<file path="src/rtl/weight_bram_load_ctrl.sv">
// weight_bram_load_ctrl: scatters a weight stream round-robin across the BRAM banks from a base address.
module weight_bram_load_ctrl #(
    parameter int DW         = 16,
    parameter int NUM_BRAMS  = 16,
    parameter int ADDR_WIDTH = 11,
    parameter int DEPTH      = 2048
) (
    input  logic                           clk,
    input  logic                           rst_n,
    input  logic                           start,
    input  logic [ADDR_WIDTH-1:0]          base_addr,
    input  logic [ADDR_WIDTH:0]            num_words,
    input  logic                           s_valid,
    input  logic signed [DW-1:0]           s_data,
    input  logic                           s_last,
    output logic                           s_ready,
    output logic [NUM_BRAMS-1:0]           w_we,
    output logic [NUM_BRAMS*ADDR_WIDTH-1:0] w_addr_wr_flat,
    output logic signed [NUM_BRAMS*DW-1:0] w_din_flat,
    output logic                           busy,
    output logic                           done,
    output logic                           error
);
    localparam int BW = $clog2(NUM_BRAMS);
    localparam int CW = $clog2(DEPTH) + BW + 1;

    typedef enum logic [1:0] {IDLE, LOAD, DONE} state_t;

    state_t                          r_state, w_next;
    logic [ADDR_WIDTH-1:0]           r_base;
    logic [ADDR_WIDTH:0]             r_num;
    logic [CW-1:0]                   r_cnt;
    logic                            r_err;
    logic [NUM_BRAMS-1:0]            r_we;
    logic [NUM_BRAMS*ADDR_WIDTH-1:0] r_addr;
    logic [NUM_BRAMS*DW-1:0]         r_din;
    logic                            w_acc, w_final, w_end;
    logic [BW-1:0]                   w_bank;
    logic [ADDR_WIDTH-1:0]           w_addr;

    // beat k lands in bank k mod NUM_BRAMS at row base + k/NUM_BRAMS, wrapping at DEPTH
    assign w_acc   = s_valid && (r_state == LOAD);
    assign w_final = r_cnt == (CW'(r_num) << BW) - CW'(1);
    assign w_end   = w_acc && (s_last || w_final);
    assign w_bank  = r_cnt[BW-1:0];
    assign w_addr  = r_base + r_cnt[BW +: ADDR_WIDTH];

    always_comb begin
        w_next = (r_state == IDLE) ? (start ? ((num_words == '0) ? DONE : LOAD) : IDLE) :
                 (r_state == LOAD) ? (w_end ? DONE : LOAD) : IDLE;
    end

    always_ff @(posedge clk or negedge rst_n) begin
        if (!rst_n) begin
            r_state <= IDLE;
            r_base  <= '0;
            r_num   <= '0;
            r_cnt   <= '0;
            r_err   <= 1'b0;
            r_we    <= '0;
            r_addr  <= '0;
            r_din   <= '0;
        end else begin
            r_state <= w_next;
            r_we    <= w_acc ? (NUM_BRAMS'(1) << w_bank) : '0;
            if (r_state == IDLE && start) begin
                r_base <= base_addr;
                r_num  <= num_words;
                r_cnt  <= '0;
                r_err  <= 1'b0;
            end
            if (w_acc) begin
                r_cnt <= r_cnt + CW'(1);
                // s_last must coincide exactly with the expected final beat
                if (s_last != w_final) r_err <= 1'b1;
                for (int i = 0; i < NUM_BRAMS; i++) begin
                    if (w_bank == BW'(i)) begin
                        r_addr[i*ADDR_WIDTH +: ADDR_WIDTH] <= w_addr;
                        r_din[i*DW +: DW]                  <= s_data;
                    end
                end
            end
        end
    end

    assign s_ready        = r_state == LOAD;
    assign busy           = r_state != IDLE;
    assign done           = r_state == DONE;
    assign error          = r_err;
    assign w_we           = r_we;
    assign w_addr_wr_flat = r_addr;
    assign w_din_flat     = r_din;
endmodule
</file>
<file path="config.mk">
export PLATFORM = sky130hd
export DESIGN_NAME = weight_bram_load_ctrl
export DESIGN_NICKNAME = d
export VERILOG_FILES = /design/src/rtl/weight_bram_load_ctrl.sv
export SDC_FILE = /design/constraint.sdc
export NUM_CORES = 1
export LEC_CHECK = 0
export ABC_AREA = 0
export BUFFER_PORTS_ARGS = -buffer_cell sky130_fd_sc_hd__buf_2
export CAP_MARGIN = 15
export CORE_ASPECT_RATIO = 1.25
export CORE_MARGIN = 2
export CORE_UTILIZATION = 54
export CTS_CLUSTER_SIZE = 8
export DETAILED_ROUTE_END_ITERATION = 10
export PLACE_DENSITY = 0.81
export SYNTH_ARGS = -nofsm -noshare
export SYNTH_HDL_FRONTEND = slang
export SYNTH_SLANG_ARGS = --single-unit
export TNS_END_PERCENT = 30
</file>
<file path="constraint.sdc">
create_clock -name clk -period 3.2 [get_ports clk]
set_input_delay 0.64 -clock clk [delete_from_list [all_inputs] [get_ports clk]]
set_output_delay 0.64 -clock clk [all_outputs]
set_load 0.05 [all_outputs]
</file>
# Word level (Yosys, flattened, before mapping)
# Cells that the tools add are included.
dict set report classes {
  n_addsub 3
  eq_ne 19
  n_shift 1
  mux 11
  reduce_logical 25
}
# op count
set ops {}
lappend ops {{$mux 16} 3}
lappend ops {{$eq 4x4->1 const B} 8}
lappend ops {{$reduce_and 2->1} 16}
lappend ops {{$add 16x1->16 const B} 1}
lappend ops {{$eq 16x16->1} 1}
lappend ops {{$eq 4x3->1 const B} 4}
lappend ops {{$shl 1x4->16 const A} 1}
lappend ops {{$sub 16x1->16 const B} 1}
lappend ops {{$logic_not 12->1} 1}
lappend ops {{$add 11x11->11} 1}
lappend ops {{$mux 2} 5}
lappend ops {{$eq 4x2->1 const B} 2}
lappend ops {{$eq 4x1->1 const B} 1}
lappend ops {{$logic_not 4->1} 1}
lappend ops {{$reduce_bool 2->1} 2}
lappend ops {{$logic_and 1x1->1} 3}
lappend ops {{$mux 1} 3}
lappend ops {{$eq 2x1->1 const B} 1}
lappend ops {{$eq 2x2->1 const B} 1}
lappend ops {{$logic_not 2->1} 1}
lappend ops {{$logic_or 1x1->1} 1}
lappend ops {{$ne 1x1->1} 1}
dict set report totals {
  register_bits 490
  in_bits 44
  out_inout_bits 452
  wordCells 97
}

# Longest topological paths before layout
# Gate-level depths: netlist (run 1).
dict set report depth {
  depth_word 7
  mapped_depth 11
  depth_no_buf 11
}

# Worst setup path before layout (run 1)
# OpenSTA, ideal clock, no wires.
dict set report synth_timing {
  path_type {reg-to-reg}
  start {reg r_num[0]}
  end {reg r_state[0]}
  setup_ps 121
  arrival_ps 2493
  required_ps 3079
  setup_slack_ps 586
  path_stages_with_launch 12
  n_path_buf 0
  period_less_slack_ps 2614
  path_cell_list {dfrtp_1 inv_1 ha_1 nor3b_1 nand3_1 mux2i_1 mux2i_1 a21oi_1 or4_1 ha_1 nand2b_1 a22o_1}
}
dict set report synth_between {
  elab_chain_len 7
}
# element line
set synth_lines {}
lappend synth_lines {{from (decl)} 31} ;# logic [ADDR_WIDTH:0] r_num;
lappend synth_lines {{from (signal assigned)} 68} ;# r_num <= num_words;
lappend synth_lines {{$sub 16x1->16} 43} ;# assign w_final = r_cnt == (CW'(r_num) << BW) - CW'(1);
lappend synth_lines {{$eq 16x16->1} 43}
lappend synth_lines {{$logic_or 1x1->1} 44} ;# assign w_end = w_acc && (s_last || w_final);
lappend synth_lines {{$logic_and 1x1->1} 44}
lappend synth_lines {{$mux 2 (2 in series)} 50} ;# (r_state == LOAD) ? (w_end ? DONE : LOAD) : IDLE;
lappend synth_lines {{$mux 2} 49} ;# w_next = (r_state == IDLE) ? (start ? ((num_words == '0) ? DONE : LOAD) : IDLE) :
lappend synth_lines {{net w_next[0]} 29} ;# state_t r_state, w_next;
lappend synth_lines {{to (signal assigned)} 64} ;# r_state <= w_next;
lappend synth_lines {{to (decl)} 29}
# The timed path passes the listed nets, and every way through them passes these cells.
# A chain may end at the register's enable or synchronous reset.

# Worst setup path after layout (run 1)
# Same ends and word-level chain as after synthesis.

==> qor.txt, run 1 <==
=========================================================================================
Hold buffer count at cts ...................................................            0
Cell with the most instances after synthesis ...............................      nand2_1
Average routed wire per standard cell ......................................     21.33 µm
Post-synthesis sequential area ratio .......................................       60.18%
Number of cells in the finished layout apart from fillers ..................         3291
Data arrival at the endpoint of the critical path ..........................      3.29 ns
Post-Route Skew ............................................................   0.01996 ns
Number of clock sinks ......................................................          490
Required @ worst endpoint ..................................................      3.67 ns
Peak clock frequency supported by timing ...................................    353.9 MHz
WS Path Type ............................................................... register to register
Width of the chip ..........................................................     177.7 µm
Status ..................................................................... finished clean
Total of cells resized after clock tree synthesis ..........................            0
Count of final setup violators .............................................            0
GR Overflow Total ..........................................................            0
Maximum resistive drop on vdd ..............................................     843.0 µV
Detailed-route wire length .................................................     70200 µm
Flip-flop and latch count after synthesis ..................................          490
Final number of hold-violating endpoints ...................................            0
Maxcap violations ..........................................................            0
Number of nets at the end of the flow ......................................         2862
Netlist area before placement ..............................................  0.02037 mm²
Critical Path End Type .....................................................     register
Synth Net Count ............................................................         2389
Remaining max-slew budget at the tightest pin ..............................       24.59%
CTS Buf Count ..............................................................           71
Count of mapped cells out of synthesis .....................................         2326
Ratio of final minimum period to clock period ..............................       88.30%
DRC ........................................................................            0
Fraction of layout instances using a drive strength above 1 ................       24.35%
Predominant post-synthesis flop cell .......................................      dfrtp_1
Overall Global Routing Usage ...............................................       35.74%
Mean instance size in the synthesized netlist ..............................    8.759 µm²
Number of top-level design ports ...........................................          496
DIE AREA ...................................................................  0.03931 mm²
Via count of the first global-routing pass .................................        18880
Most frequent cells after synthesis ........................................ nand2_1 (1077), dfrtp_1 (490), clkbuf_1 (158)
Largest area contributor in the netlist ....................................      dfrtp_1
Total instance count after detailed placement ..............................         3212
Static leakage power .......................................................     14.61 nW
Length of the first detailed-routing pass in iterations ....................            6
Pin count of the biggest net entering global routing .......................           95
Kind of start point of the critical path ...................................     register
Buffers inserted by post-CTS timing repair .................................            0
Number of vias after detailed routing ......................................        18880
Clock period minus worst slack .............................................     2.826 ns
Register clock-pin slew on the reported worst setup and hold paths .........      0.05 ns
CTS tree ...................................................................        built
Std-Cell Rows ..............................................................           79
Starting density of the core ...............................................       54.68%
Least-Margin Pin Slew ......................................................     1.128 ns
Clock root buffer ..........................................................    clkbuf_16
Layout filler cell count ...................................................         2774
Total of warnings raised by yosys ..........................................            0
Multi-input combinational cell area ........................................ 0.007456 mm²
Area growth syn-to-layout ..................................................       25.29%
Die span in y ..............................................................     221.2 µm
Setup repair after global routing missed its margin ........................        false
Number of buffer cells added on primary ports ..............................          495
Accumulated negative setup slack ...........................................         0 ns
Number of enable-type register cells in the synthesized netlist ............            0
Sequential cell area .......................................................  0.01226 mm²
Count of inserted antenna diode cells ......................................            0
Final ANT Viol Nets ........................................................            0
Max Root-Sink Buffers ......................................................            3
Top cell type's share of synthesized area ..................................       60.18%
Clock H-tree levels ........................................................            3
Via/cell ratio .............................................................        5.737
Power per cell area ........................................................ 907.7 mW/mm²
Clock latency reported for the late side of the worst-skew pair ............      0.58 ns
Global-route wire length before repair .....................................    107300 µm
Initial detailed-routing violation count ...................................         1903
Gpl congestion .............................................................       0.8827
Crit path max fanout .......................................................            6
Unique masters post-synth ..................................................           44
Antenna violations before repair ...........................................            0
Proportion of register bits with asynchronous set or reset after synthesis .       100.0%
Half-perimeter wire length after detailed placement ........................     47340 µm
Number of pins with negative max-slew slack in the final report ............            0
Worst hold path type ....................................................... input port to asynchronous set/reset pin
Dominant cells by area after synthesis ..................................... dfrtp_1 (60%), nand2_1 (20%), o21ai_0 (3.8%)
Core area ..................................................................  0.03726 mm²
=========================================================================================
## state kept, by name, summed over array words and instances (netlist names)
name / count
w_addr_wr_flat: 176
r_cnt: 16
w_din_flat: 256
r_state: 2
r_num: 12
r_base: 11
error: 1
w_we: 16
## where the power goes
group	internal [W]	total (W)	leakage [nW]	switching [W]
Sequential	0.00740	0.00818	6.66	0.000778
Clock	0.00402	0.00666	0.940	0.00263
Combinational	0.00172	0.00833	7.00	0.00661
Total	0.0131	0.0232	14.6	0.0100
## metal layers
layer | global-route usage (%) | up-vias | share of wire [%]
li1 | - | 8317 | -
met1 | 42.87 | 9139 | 36
met2 | 58.04 | 1157 | 48
met3 | 8.144 | 266 | 9.7
met4 | 22.50 | 0 | 6.4
met5 | 0 | - | 0
## kinds of logic after synthesis
kind of cell / share of synthesized area (%)
DFF: 60.18
AOI/OAI and AO/OA: 7.394
and+or+nand+nor: 25.49
xor gates and xnor gates: 0.9887
adders and majority gates: 1.204
muxes: 0.9825
buffers and inverters: 3.758
## worst paths after layout
kind,depth (start not counted),startpoint,slack (ns),to
max,11,r_num[0]$_DFFE_PN0P_,0.37,r_state[0]$_DFF_PN0_
min,1,rst_n,0.02,r_base[9]$_DFFE_PN0P_
max reg2reg,11,r_num[0]$_DFFE_PN0P_,0.37,r_state[0]$_DFF_PN0_
min reg2reg,2,w_din_flat[55]$_DFFE_PN0P_,0.46,w_din_flat[55]$_DFFE_PN0P_
max in group asynchronous,2,rst_n,2.31,w_din_flat[176]$_DFFE_PN0P_
min in group clk,3,base_addr[9],0.26,r_base[9]$_DFFE_PN0P_
## layout make-up
type	count	share of cell area [%]
clock inverters	6	0.3774
flip-flops and latches	490	48.03
repair buffers	579	12.51
multi-input cells	1634	29.21
clock buffers	73	7.156
well taps	486	2.382
inverters	23	0.3382
## through the flow
step / hold WS [ns] / power [W] / instance area, µm² / setup WS, ns / utilization [%]
5_1_grt: 0.03640 / 0.02411 / 25530 / 0.06965 / 68.51
3_3_place_gp: 0.4526 / 0.01628 / 23610 / 0.3737 / 63.34
6_report: 0.01641 / 0.02317 / 25530 / 0.3743 / 68.51
4_1_cts: 0.01213 / 0.02317 / 25530 / 0.3569 / 68.51
3_5_place_dp: 0.4562 / 0.01649 / 23610 / 0.2948 / 63.34
2_1_floorplan: 0.3444 / 0.01397 / 20370 / 0.5862 / -
## layout by cell type (no fill, tap or decap), types with 19 or more instances in the layout
cell type  synthesis  final
a21oi_1           58     56
and3_1            19     19
buf_2              3    494
buf_4              1     78
clkbuf_16          0     73
dfrtp_1          490    490
inv_1             23     23
mux2i_1           20     20
nand2_1         1077   1077
nand3_1           59     47
nor2_1            86     83
nor3_1            22     21
o21ai_0          153    153
## critical path: stages, from the launching register on
cell and delay [ns]:
dfrtp_1 0.42, inv_1 0.11, ha_1 0.22, nor3b_1 0.32, nand3_1 0.20, xnor2_1 0.17, mux2i_1 0.14, a21oi_1 0.08
or4_1 0.52, ha_1 0.22, nand2b_1 0.15, a22o_1 0.17
(Power assumes the default switching activity.)
==> inputs of run 2 (changes only) <==
Settings changed: CELL_PAD_IN_SITES_DETAIL_PLACEMENT set to 0, CELL_PAD_IN_SITES_GLOBAL_PLACEMENT set to 1, CORE_UTILIZATION 54 to 40, PLACE_DENSITY 0.81 to not set, PLACE_DENSITY_LB_ADDON set to 0.1.
==> run 2 against run 1 <==
Count of clock-buffer cells in the layout unchanged; fmax down 2.9%; register-to-register slack worse by 0.09 ns.
==> qor.txt, run 2 (same netlist as run 1, synthesis figures left out) <==
==================================================================================
Detailed-route wire length ..........................................     73810 µm   +5.1%
Number of vias after detailed routing ...............................        17960   -4.9%
Pin count of the biggest net entering global routing ................           69   -27%
Number of pins with negative max-slew slack in the final report .....            0   unchanged
Count of inserted antenna diode cells ...............................            0   unchanged
Fraction of layout instances using a drive strength above 1 .........       24.96%   +0.61 points
Series of cell instances along the critical path .................... inv_1, ha_1, nor3b_1, nand3_1, mux2i_1, mux2i_1, a21oi_1, or4_1, ha_1, nand2b_1, a22o_1
Leading cell type in the layout, fill and taps excluded .............      nand2_1
Clock H-tree levels .................................................            3   unchanged
Critical register-to-register path endpoint ......................... r_state[0]$_DFF_PN0_
Number of cells in the finished layout apart from fillers ...........         3487   +6.0%
Maximum resistive drop on vdd .......................................     594.1 µV   -30%
Ratio of final minimum period to clock period .......................       90.97%   +2.7 points
Accumulated negative setup slack ....................................         0 ns   unchanged
Slowest stage cell on the critical path .............................        or4_1
Final ANT Viol Nets .................................................            0   unchanged
Clock latency reported for the late side of the worst-skew pair .....      0.60 ns   +0.02 ns
Leading cell types in the layout, fill and taps excluded ............ nand2_1 (1077), buf_2 (494), dfrtp_1 (490)
Average routed wire per standard cell ...............................     21.17 µm   -0.76%
Half-perimeter wire length after detailed placement .................     51460 µm   +8.7%
Worst hold path type ................................................ input port to register
Kind of start point of the critical path ............................     register
Peak clock frequency supported by timing ............................    343.5 MHz   -2.9%
Utilization after layout ............................................       51.54%   -17 points
Area growth syn-to-layout ...........................................       27.54%
Std-Cell Rows .......................................................           92   +16%
Total of cells resized after clock tree synthesis ...................            0   unchanged
WS Path Type ........................................................ register to register
Buffers inserted by post-CTS timing repair ..........................            0   unchanged
Reg2Reg Launch Point ................................................ r_num[0]$_DFFE_PN0P_
Status .............................................................. finished clean
Clock period minus worst slack ......................................     2.911 ns   +0.08534 ns
Register clock-pin slew on the reported worst setup and hold paths ..      0.05 ns   about the same
Critical Path End Type ..............................................     register
Initial detailed-routing violation count ............................         1167   -39%
Launch point of the worst path ...................................... r_num[0]$_DFFE_PN0P_
Die span in y .......................................................     256.3 µm   +16%
Setup repair after global routing missed its margin .................        false
Count of final setup violators ......................................            0   unchanged
Crit path max fanout ................................................            6   unchanged
Total instance count after detailed placement .......................         3406   +6.0%
Post-route worst setup slack ........................................    0.2889 ns   -0.08534 ns
CTS tree ............................................................        built
Hold Crit Start ..................................................... base_addr[10]
Worst path bufs/invs ................................................            1   unchanged
Number of nets at the end of the flow ...............................         2886   +0.84%
Data arrival at the endpoint of the critical path ...................      3.39 ns   +0.10 ns
Worst Hold Depth ....................................................            3
Post-Route Skew .....................................................   0.01550 ns   -0.004457 ns
DRC .................................................................            0   unchanged
Power per cell area ................................................. 896.1 mW/mm²   -1.3%
End point of the worst hold path .................................... r_base[10]$_DFFE_PN0P_
Least-Margin Pin Slew ...............................................    0.9345 ns   -0.1939 ns
Final number of hold-violating endpoints ............................            0   unchanged
Antenna violations before repair ....................................            0   unchanged
Pre-CTS setup slack .................................................    0.3157 ns   +0.02085 ns
Number of flip-flops in the largest register ........................          256   unchanged
Number of clock sinks ...............................................          490   unchanged
Hold buffer count at cts ............................................            1   +1
Number of buffer cells added on primary ports .......................          495   unchanged
Via/cell ratio ......................................................        5.151   -10%
Core area ...........................................................  0.05042 mm²   +35%
DIE AREA ............................................................  0.05277 mm²   +34%
Family of cells with the greatest summed delay on the critical path . simple AND/OR/NAND/NOR gates
Overall Global Routing Usage ........................................       27.98%   -7.8 points
Count of cells along the worst register-to-register path ............           11   unchanged
Required @ worst endpoint ...........................................      3.68 ns   about the same
CTS Buf Count .......................................................           71   unchanged
Gpl congestion ......................................................       0.8463   -4.1%
Maxcap violations ...................................................            0   unchanged
Crit-path max cell delay ............................................      0.54 ns   +0.02 ns
Layout filler cell count ............................................         4836   +74%
Starting density of the core ........................................       40.41%   -14 points
Via count of the first global-routing pass ..........................        17810   -5.6%
Reg-to-reg setup timing slack .......................................      0.29 ns   -0.09 ns
Global-route wire length before repair ..............................    111200 µm   +3.6%
Clock root buffer ...................................................    clkbuf_16
Max Root-Sink Buffers ...............................................            3   unchanged
Number of top-level design ports ....................................          496   unchanged
Remaining max-slew budget at the tightest pin .......................       37.70%   +13 points
GR Overflow Total ...................................................            0   unchanged
Static leakage power ................................................     14.76 nW   +1.0%
Length of the first detailed-routing pass in iterations .............            5   -1
Width of the chip ...................................................     205.9 µm   +16%
==================================================================================
==> run 2: cell types whose count changed in the layout (fill, tap and decap cells not counted), sizes merged <==
cell,before,now
buf,579,602
clkinv,5,1
inv,24,28
dlygate4sd3,0,1
==> run 2: final cells by class <==
type	count	area, µm²	share of cell area (%)
clock buffer	73	1827	7.030
multi-input combinational	1634	7456	28.69
tap	658	823.3	3.168
clock inverter	6	86.33	0.3322
inverter	23	86.33	0.3322
sequential	490	12260	47.19
timing repair buffer	603	3446	13.26
==> run 2: worst max path at each step <==
stage	cells after the start	endpoint	slack, ns
2_1_floorplan	11	r_state[0]$_DFF_PN0_	0.59
5_1_grt	11	r_state[0]$_DFF_PN0_	0.04
4_1_cts	11	r_state[0]$_DFF_PN0_	0.28
3_3_place_gp	11	r_state[0]$_DFF_PN0_	0.33
3_5_place_dp	11	r_state[0]$_DFF_PN0_	0.32
6_report	11	r_state[0]$_DFF_PN0_	0.29
==> run 2: where the power goes <==
group / total, W / internal, W / switching [W] / leakage, nW
registers: 0.00822 / 0.00740 / 0.000820 / 6.66
logic: 0.00834 / 0.00177 / 0.00657 / 7.15
clock network: 0.00672 / 0.00404 / 0.00269 / 0.942
==> run 2: per-layer routing <==
layer	share of wire, %	up-vias	global-route usage (%)
li1	-	8374	-
met1	41	8843	35.01
met2	49	646	47.11
met3	7.5	100	6.558
met4	3.0	0	10.08
met5	0	-	0
==> run 2: tightest hold or removal path: stages <==
cell and delay [ns]:
buf_2 0.07, nand2_1 0.04, nand2_1 0.04
==> run 2: stage by stage <==
stage	hold slack (ns)	power [W]	cell area [µm²]
CTS	0.2025	0.02348	25970
global placement	0.4517	0.01657	24050
detailed placement	0.4562	0.01667	24050
finish	0.2410	0.02329	25990
global route	0.2374	0.02440	25990
floorplan	0.3444	0.01397	20370
